File: src/rtl/width_report_pkg.sv
// Shared types for the width report scheduler: beat kinds, FSM states, record length.
// REPORT_SEQ_EN adds a fourth (sequence counter) beat to every record.
package width_report_pkg;

  typedef enum logic [1:0] {
    KIND_T     = 2'd0,
    KIND_WIDTH = 2'd1,
    KIND_OTHER = 2'd2,
    KIND_SEQ   = 2'd3
  } kind_e;

  typedef enum logic {
    IDLE = 1'b0,
    EMIT = 1'b1
  } state_e;

`ifdef REPORT_SEQ_EN
  localparam kind_e LAST_BEAT = KIND_SEQ;
`else
  localparam kind_e LAST_BEAT = KIND_OTHER;
`endif

  // Requester index width; a single requester still gets a 1-bit id.
  function automatic int id_bits(input int n);
    return (n <= 1) ? 1 : $clog2(n);
  endfunction

endpackage

File: src/rtl/width_report_sched_if.sv
// Request and report-stream bundle; master = scheduler side, slave = requesters plus sink.
interface width_report_sched_if
  import width_report_pkg::*;
#(
  parameter int N_REQ   = 3,
  parameter int WIDTH_W = 8
);
  localparam int ID_W = id_bits(N_REQ);

  logic [N_REQ-1:0]         req_valid;
  logic [N_REQ*WIDTH_W-1:0] req_width;
  logic [N_REQ-1:0]         req_ready;
  logic                     out_valid;
  logic                     out_ready;
  logic [ID_W-1:0]          out_id;
  logic [1:0]               out_kind;
  logic [WIDTH_W:0]         out_value;
  logic                     busy;

  modport master (
    input  req_valid, req_width, out_ready,
    output req_ready, out_valid, out_id, out_kind, out_value, busy
  );

  modport slave (
    output req_valid, req_width, out_ready,
    input  req_ready, out_valid, out_id, out_kind, out_value, busy
  );
endinterface

File: src/rtl/width_report_sched_rr_pick.sv
// Combinational round-robin picker: one-hot grant on the first valid bit after last, wrapping.
// Zero latency; grant is all-zero when nothing is valid.
module rr_pick
  import width_report_pkg::*;
#(
  parameter int N    = 3,
  parameter int ID_W = id_bits(N)
) (
  input  logic [N-1:0]    valid,
  input  logic [ID_W-1:0] last,
  output logic [N-1:0]    grant,
  output logic [ID_W-1:0] idx
);

  logic [ID_W-1:0] cand;
  logic            found;

  always_comb begin
    grant = '0;
    idx   = '0;
    found = 1'b0;
    cand  = last;
    for (int k = 0; k < N; k++) begin
      cand = (cand == ID_W'(N - 1)) ? '0 : cand + 1'b1;
      if (!found && valid[cand]) begin
        found       = 1'b1;
        grant[cand] = 1'b1;
        idx         = cand;
      end
    end
  end

endmodule

File: src/rtl/width_report_sched.sv
// Round-robin shares one report stream among N_REQ requesters; grant to first beat 1 cycle, 3 beats per record (4 with REPORT_SEQ_EN).
// Beats hold stable while out_ready is low; requesters wait on req_ready, one idle cycle between records.
module width_report_sched
  import width_report_pkg::*;
#(
  parameter int N_REQ       = 3,
  parameter int WIDTH_W     = 8,
  parameter int DEFAULT_T   = 1,
  parameter int WIDTH_CONST = 32
) (
  input  logic                 clk,
  input  logic                 rst,
  width_report_sched_if.master bus
);

  localparam int ID_W  = id_bits(N_REQ);
  localparam int VAL_W = WIDTH_W + 1;

  state_e             state_q, state_d;
  kind_e              beat_q, beat_d;
  logic [ID_W-1:0]    id_q, id_d;
  logic [ID_W-1:0]    last_q, last_d;
  logic [WIDTH_W-1:0] t_q, t_d;

  logic [N_REQ-1:0]   pick_grant;
  logic [ID_W-1:0]    pick_idx;
  logic [WIDTH_W-1:0] pick_width;

  logic [N_REQ-1:0]   req_ready_c;
  logic               out_valid_c;
  logic               busy_c;
  logic [VAL_W-1:0]   value_c;

  rr_pick #(.N(N_REQ), .ID_W(ID_W)) u_pick (
    .valid (bus.req_valid),
    .last  (last_q),
    .grant (pick_grant),
    .idx   (pick_idx)
  );

  always_comb begin
    pick_width = '0;
    for (int i = 0; i < N_REQ; i++) begin
      if (pick_grant[i]) pick_width = bus.req_width[i*WIDTH_W +: WIDTH_W];
    end
  end

`ifdef REPORT_SEQ_EN
  // Counts records whose final beat has been accepted.
  logic [VAL_W-1:0] seq_q;
  logic             rec_done;

  assign rec_done = out_valid_c & bus.out_ready & (beat_q == LAST_BEAT);

  always_ff @(posedge clk) begin
    if (rst)           seq_q <= '0;
    else if (rec_done) seq_q <= seq_q + 1'b1;
  end
`endif

  always_ff @(posedge clk) begin
    if (rst) begin
      state_q <= IDLE;
      beat_q  <= KIND_T;
      id_q    <= '0;
      last_q  <= ID_W'(N_REQ - 1);
      t_q     <= '0;
    end else begin
      state_q <= state_d;
      beat_q  <= beat_d;
      id_q    <= id_d;
      last_q  <= last_d;
      t_q     <= t_d;
    end
  end

  always_comb begin
    state_d     = state_q;
    beat_d      = beat_q;
    id_d        = id_q;
    last_d      = last_q;
    t_d         = t_q;
    req_ready_c = '0;
    out_valid_c = 1'b0;
    busy_c      = 1'b0;
    unique case (state_q)
      IDLE: begin
        req_ready_c = pick_grant;
        if (|bus.req_valid) begin
          id_d    = pick_idx;
          last_d  = pick_idx;
          t_d     = (pick_width == '0) ? WIDTH_W'(DEFAULT_T) : pick_width;
          beat_d  = KIND_T;
          state_d = EMIT;
        end
      end
      EMIT: begin
        busy_c      = 1'b1;
        out_valid_c = 1'b1;
        if (bus.out_ready) begin
          if (beat_q == LAST_BEAT) begin
            beat_d  = KIND_T;
            state_d = IDLE;
          end else begin
            beat_d = kind_e'(beat_q + 2'd1);
          end
        end
      end
      default: state_d = IDLE;
    endcase
  end

  // Payload derives only from registered state, so it cannot move during a stall.
  always_comb begin
    value_c = '0;
    case (beat_q)
      KIND_T:     value_c = VAL_W'(t_q);
      KIND_WIDTH: value_c = VAL_W'(WIDTH_CONST);
      KIND_OTHER: value_c = {t_q, 1'b0};
`ifdef REPORT_SEQ_EN
      KIND_SEQ:   value_c = seq_q;
`endif
      default:    value_c = '0;
    endcase
  end

  assign bus.req_ready = req_ready_c;
  assign bus.out_valid = out_valid_c;
  assign bus.busy      = busy_c;
  assign bus.out_id    = id_q;
  assign bus.out_kind  = beat_q;
  assign bus.out_value = value_c;

endmodule

File: src/flat_wrapper.sv
// flat-port wrapper written by rule: the top's interface ports become plain ports
module width_report_sched_flat import width_report_pkg::*;
#(
  parameter int N_REQ       = 3,
  parameter int WIDTH_W     = 8,
  parameter int DEFAULT_T   = 1,
  parameter int WIDTH_CONST = 32
)
  (clk, rst, bus_req_valid, bus_req_width, bus_out_ready, bus_req_ready, bus_out_valid, bus_out_id, bus_out_kind, bus_out_value, bus_busy);
  width_report_sched_if #(.N_REQ(N_REQ), .WIDTH_W(WIDTH_W)) bus_i ();
  input  logic clk;
  input  logic rst;
  input wire logic [$bits(bus_i.req_valid)-1:0] bus_req_valid;
  input wire logic [$bits(bus_i.req_width)-1:0] bus_req_width;
  input wire logic [$bits(bus_i.out_ready)-1:0] bus_out_ready;
  output wire logic [$bits(bus_i.req_ready)-1:0] bus_req_ready;
  output wire logic [$bits(bus_i.out_valid)-1:0] bus_out_valid;
  output wire logic [$bits(bus_i.out_id)-1:0] bus_out_id;
  output wire logic [$bits(bus_i.out_kind)-1:0] bus_out_kind;
  output wire logic [$bits(bus_i.out_value)-1:0] bus_out_value;
  output wire logic [$bits(bus_i.busy)-1:0] bus_busy;
  assign bus_i.req_valid = bus_req_valid;
  assign bus_i.req_width = bus_req_width;
  assign bus_i.out_ready = bus_out_ready;
  assign bus_req_ready = bus_i.req_ready;
  assign bus_out_valid = bus_i.out_valid;
  assign bus_out_id = bus_i.out_id;
  assign bus_out_kind = bus_i.out_kind;
  assign bus_out_value = bus_i.out_value;
  assign bus_busy = bus_i.busy;
  width_report_sched #(.N_REQ(N_REQ), .WIDTH_W(WIDTH_W), .DEFAULT_T(DEFAULT_T), .WIDTH_CONST(WIDTH_CONST)) u_core (.clk(clk), .rst(rst), .bus(bus_i));
endmodule
File: config.mk
export PLATFORM = sky130hd
export DESIGN_NAME = width_report_sched_flat
export DESIGN_NICKNAME = d
export VERILOG_FILES = /design/src/rtl/width_report_pkg.sv /design/src/rtl/width_report_sched_if.sv /design/src/rtl/width_report_sched_rr_pick.sv /design/src/rtl/width_report_sched.sv /design/src/flat_wrapper.sv
export SDC_FILE = /design/constraint.sdc
export NUM_CORES = 1
export LEC_CHECK = 0
export ABC_CLOCK_PERIOD_IN_PS = 2400
export BUFFER_PORTS_ARGS = -buffer_cell sky130_fd_sc_hd__buf_2
export CORE_AREA = 2 2 56 58
export CTS_BUF_LIST = sky130_fd_sc_hd__clkbuf_16
export CTS_CLUSTER_SIZE = 20
export DETAILED_ROUTE_END_ITERATION = 10
export DIE_AREA = 0 0 58 60
export PLACE_DENSITY = 0.58
export SKIP_LAST_GASP = 1
export SYNTH_ARGS = -nofsm -noshare
export SYNTH_HDL_FRONTEND = slang
export SYNTH_SLANG_ARGS = --single-unit
File: constraint.sdc
create_clock -name clk -period 2.4 [get_ports clk]
set_input_delay 0.12 -clock clk [delete_from_list [all_inputs] [get_ports clk]]
set_output_delay 0.12 -clock clk [all_outputs]
set_load 0.05 [all_outputs]
==> metrics.csv <==
metric,value,unit
first-pass GRT wire length,3.491,mm
"Slowest-stage cell, CP",or4_1,
Most used DFF post-synth,dfxtp_1,
cell area after synthesis,837.1,um^2
DR vias/cell,4.973,
Worst R2R Path Depth,6,
full die area,0.003480,mm^2
register area share after synthesis,33.48,%
crit path buf inv count,0,
vias in the first global route,779,
CP startpoint,u_core.last_q[0],
RSZ-0062 raised after global routing,false,
Tot GR Track Use,13.01,%
CP max FO,10,
Slew @ Worst Pin,557.8,ps
CTS Buf Count,3,
Area contributors post-synth,"dfxtp_1 33%, nor2_1 9.4%, mux2i_1 7.2%",
crit path time final,2164,ps
cell depth of the worst setup path,6,
CTS tree,done,
P&R area growth vs syn,37.07,%
"Largest stage delay, worst path",500,ps
Syn Inst Count,109,
Final Hold Viols,0,
CTS resizes,0,
total negative slack,0,ps
insertion delay to the later sink of the worst-skew pair,240,ps
ys async rst share,0,%
fin nets,182,
# clock sinks,14,
synthesized area per cell,7.679,um^2
Initial DRC Count,22,
Post-DP Area,0.001069,mm^2
Core Footprint,0.002903,mm^2
Congestion Overflow GR,0,
die width,58,um
largest net degree at the start of global routing,15,
antenna-violating nets left,0,
YS warnings,0,
CP Data Arrival Time,2310,ps
FP Rows,20,
Final setup viols,0,
Via Count,915,
status,"finished, final reports clean",
I/O pin total,48,
post-synth top area share,33.48,%
CP required,2550,ps
f_max,462.1,MHz
initial antenna violation count,0,
relative slew slack,62.81,%
Hold Path Class,in2reg,
r2r setup slk,240,ps
reg2reg end,u_core.t_q[0],
total setup buffers inserted after CTS,0,
final period utilization,90.17,%
DR WL/cell,12.21,um
TritonRoute pass-1 iters,4,
R2R Path Start,u_core.last_q[0],
"delay-heaviest family, CP",compound AO/OA/AOI/OAI gates,
critical path endpoint category,flop,
fraction of layout cells with a size suffix above 1,34.44,%
Synth top cells by count,"21 x nor2_1, 14 x dfxtp_1, 10 x a21oi_1",
Port Buffers,47,
Clock Root Buffer,clkbuf_16,
Pins Over Slew Limit,0,
CTS hold repair buffers,0,
skew final,3.819,ps
CTS H-Tree Depth,1,
Setup CP Type,reg2reg,
Worst setup SP type,flop,
Leak,0.5356,nW
Mapped Nets,139,
synth unique cells,27,
routability cong.,0.7313,
Starting Density,28.84,%
VDD IR-drop max,0.0003002,V
Pwr Density,749.4,mW/mm^2
total wire length,2.247,mm
"Core Util, Final",39.53,%
biggest area consumer among synthesized cells,dfxtp_1,
Post-synth EDFFs,0,
"FF+latch count, synth",14,
die height,60,um
diode count,0,
CTS Buffer Depth,2,
clock-pin transition on the worst setup and hold timing paths,50,ps
"count leader, synth",nor2_1,
"Critical Path, Cell by Cell",nand2b_1 > a22o_1 > a222oi_1 > nand3_1 > or4_1 > a311oi_1,
placed wire-length estimate,1.768,mm
post-route cell area,0.001147,mm^2
residual DRC count,0,
max cap viols,0,
crit path capture,u_core.t_q[0],
[routing by layer]
layer  GRT usage, %  wire [um]  up-vias  share of wire (%)
met5              0          0        -                  0
met3          1.299        175        2                7.8
met1          18.06       1122      393                 50
met2          19.32        921       41                 41
met4          7.973         27        0                1.2
li1               -          -      479                  -
[power breakdown]
group	leakage, nW	total (mW)	switching [mW]	internal [mW]
clock	0.0385	0.311	0.0915	0.220
sequential	0.116	0.280	0.0241	0.256
combinational	0.381	0.268	0.183	0.0856
total	0.536	0.860	0.298	0.561
[kinds of logic after synthesis]
group                  after synthesis  share of synthesized area, %
buffers and inverters               12                         7.174
and+or+nand+nor                     48                         26.91
muxes                                6                         7.175
DFF                                 14                         33.48
AOI/OAI and AO/OA                   29                         25.26
[sequential cells by signal, summed over array words and instances, names as in the netlist]
register	flops
u_core.last_q	2
u_core.bus.out_id	1
u_core.bus.out_kind	2
u_core.t_q	8
u_core.state_q	1
[worst min path at each step]
stage,slack [ps],endpoint,start,cells after the start
3_5_place_dp,430,u_core.t_q[6],bus_req_width[14],3
2_1_floorplan,190,u_core.t_q[0],rst,1
5_1_grt,190,u_core.t_q[6],bus_req_width[14],3
4_1_cts,170,u_core.t_q[6],bus_req_width[14],3
6_report,190,u_core.t_q[6],bus_req_width[14],3
3_3_place_gp,430,u_core.t_q[6],bus_req_width[14],3
[final cells by class]
class / instances / area, um^2
fillers: 314 / 1755
multi-input cells: 83 / 496.7
flip-flops and latches: 14 / 280.3
repair buffers: 48 / 242.7
clock buffers: 3 / 75.07
well taps: 33 / 41.29
inverters: 2 / 7.507
clock inverters: 1 / 3.754
[cells in the final DEF (no fill, tap or decap), drive strengths merged]
cell / n
or4: 1
a222oi: 3
a22o: 2
a221oi: 1
inv: 2
o2bb2ai: 1
nand3: 4
and3b: 1
a22oi: 4
nor3: 2
a21oi: 10
nand2b: 3
a32oi: 1
a211oi: 3
a311oi: 4
nand2: 8
clkbuf: 3
nor2b: 5
dfxtp: 14
nand3b: 1
buf: 48
or2: 1
and2: 1
mux2i: 6
clkinv: 1
nor2: 21
[worst register-to-register path, stage by stage, from the launching register on]
cell,delay (ps)
dfxtp_1,320
nand2b_1,160
a22o_1,350
a222oi_1,420
nand3_1,120
or4_1,500
a311oi_1,210
[per-stage QoR]
step	power (mW)	hold slack, ps	setup slack [ps]	cells
6_report	0.8599	185.6	236.0	184
5_1_grt	0.9079	193.6	141.0	184
4_1_cts	0.8727	173.5	226.5	184
3_5_place_dp	0.5543	430.5	241.5	180
3_3_place_gp	0.5491	434.3	327.1	180
2_1_floorplan	0.4839	192.1	326.6	109
No activity file was read; power rests on OpenSTA's default activity.
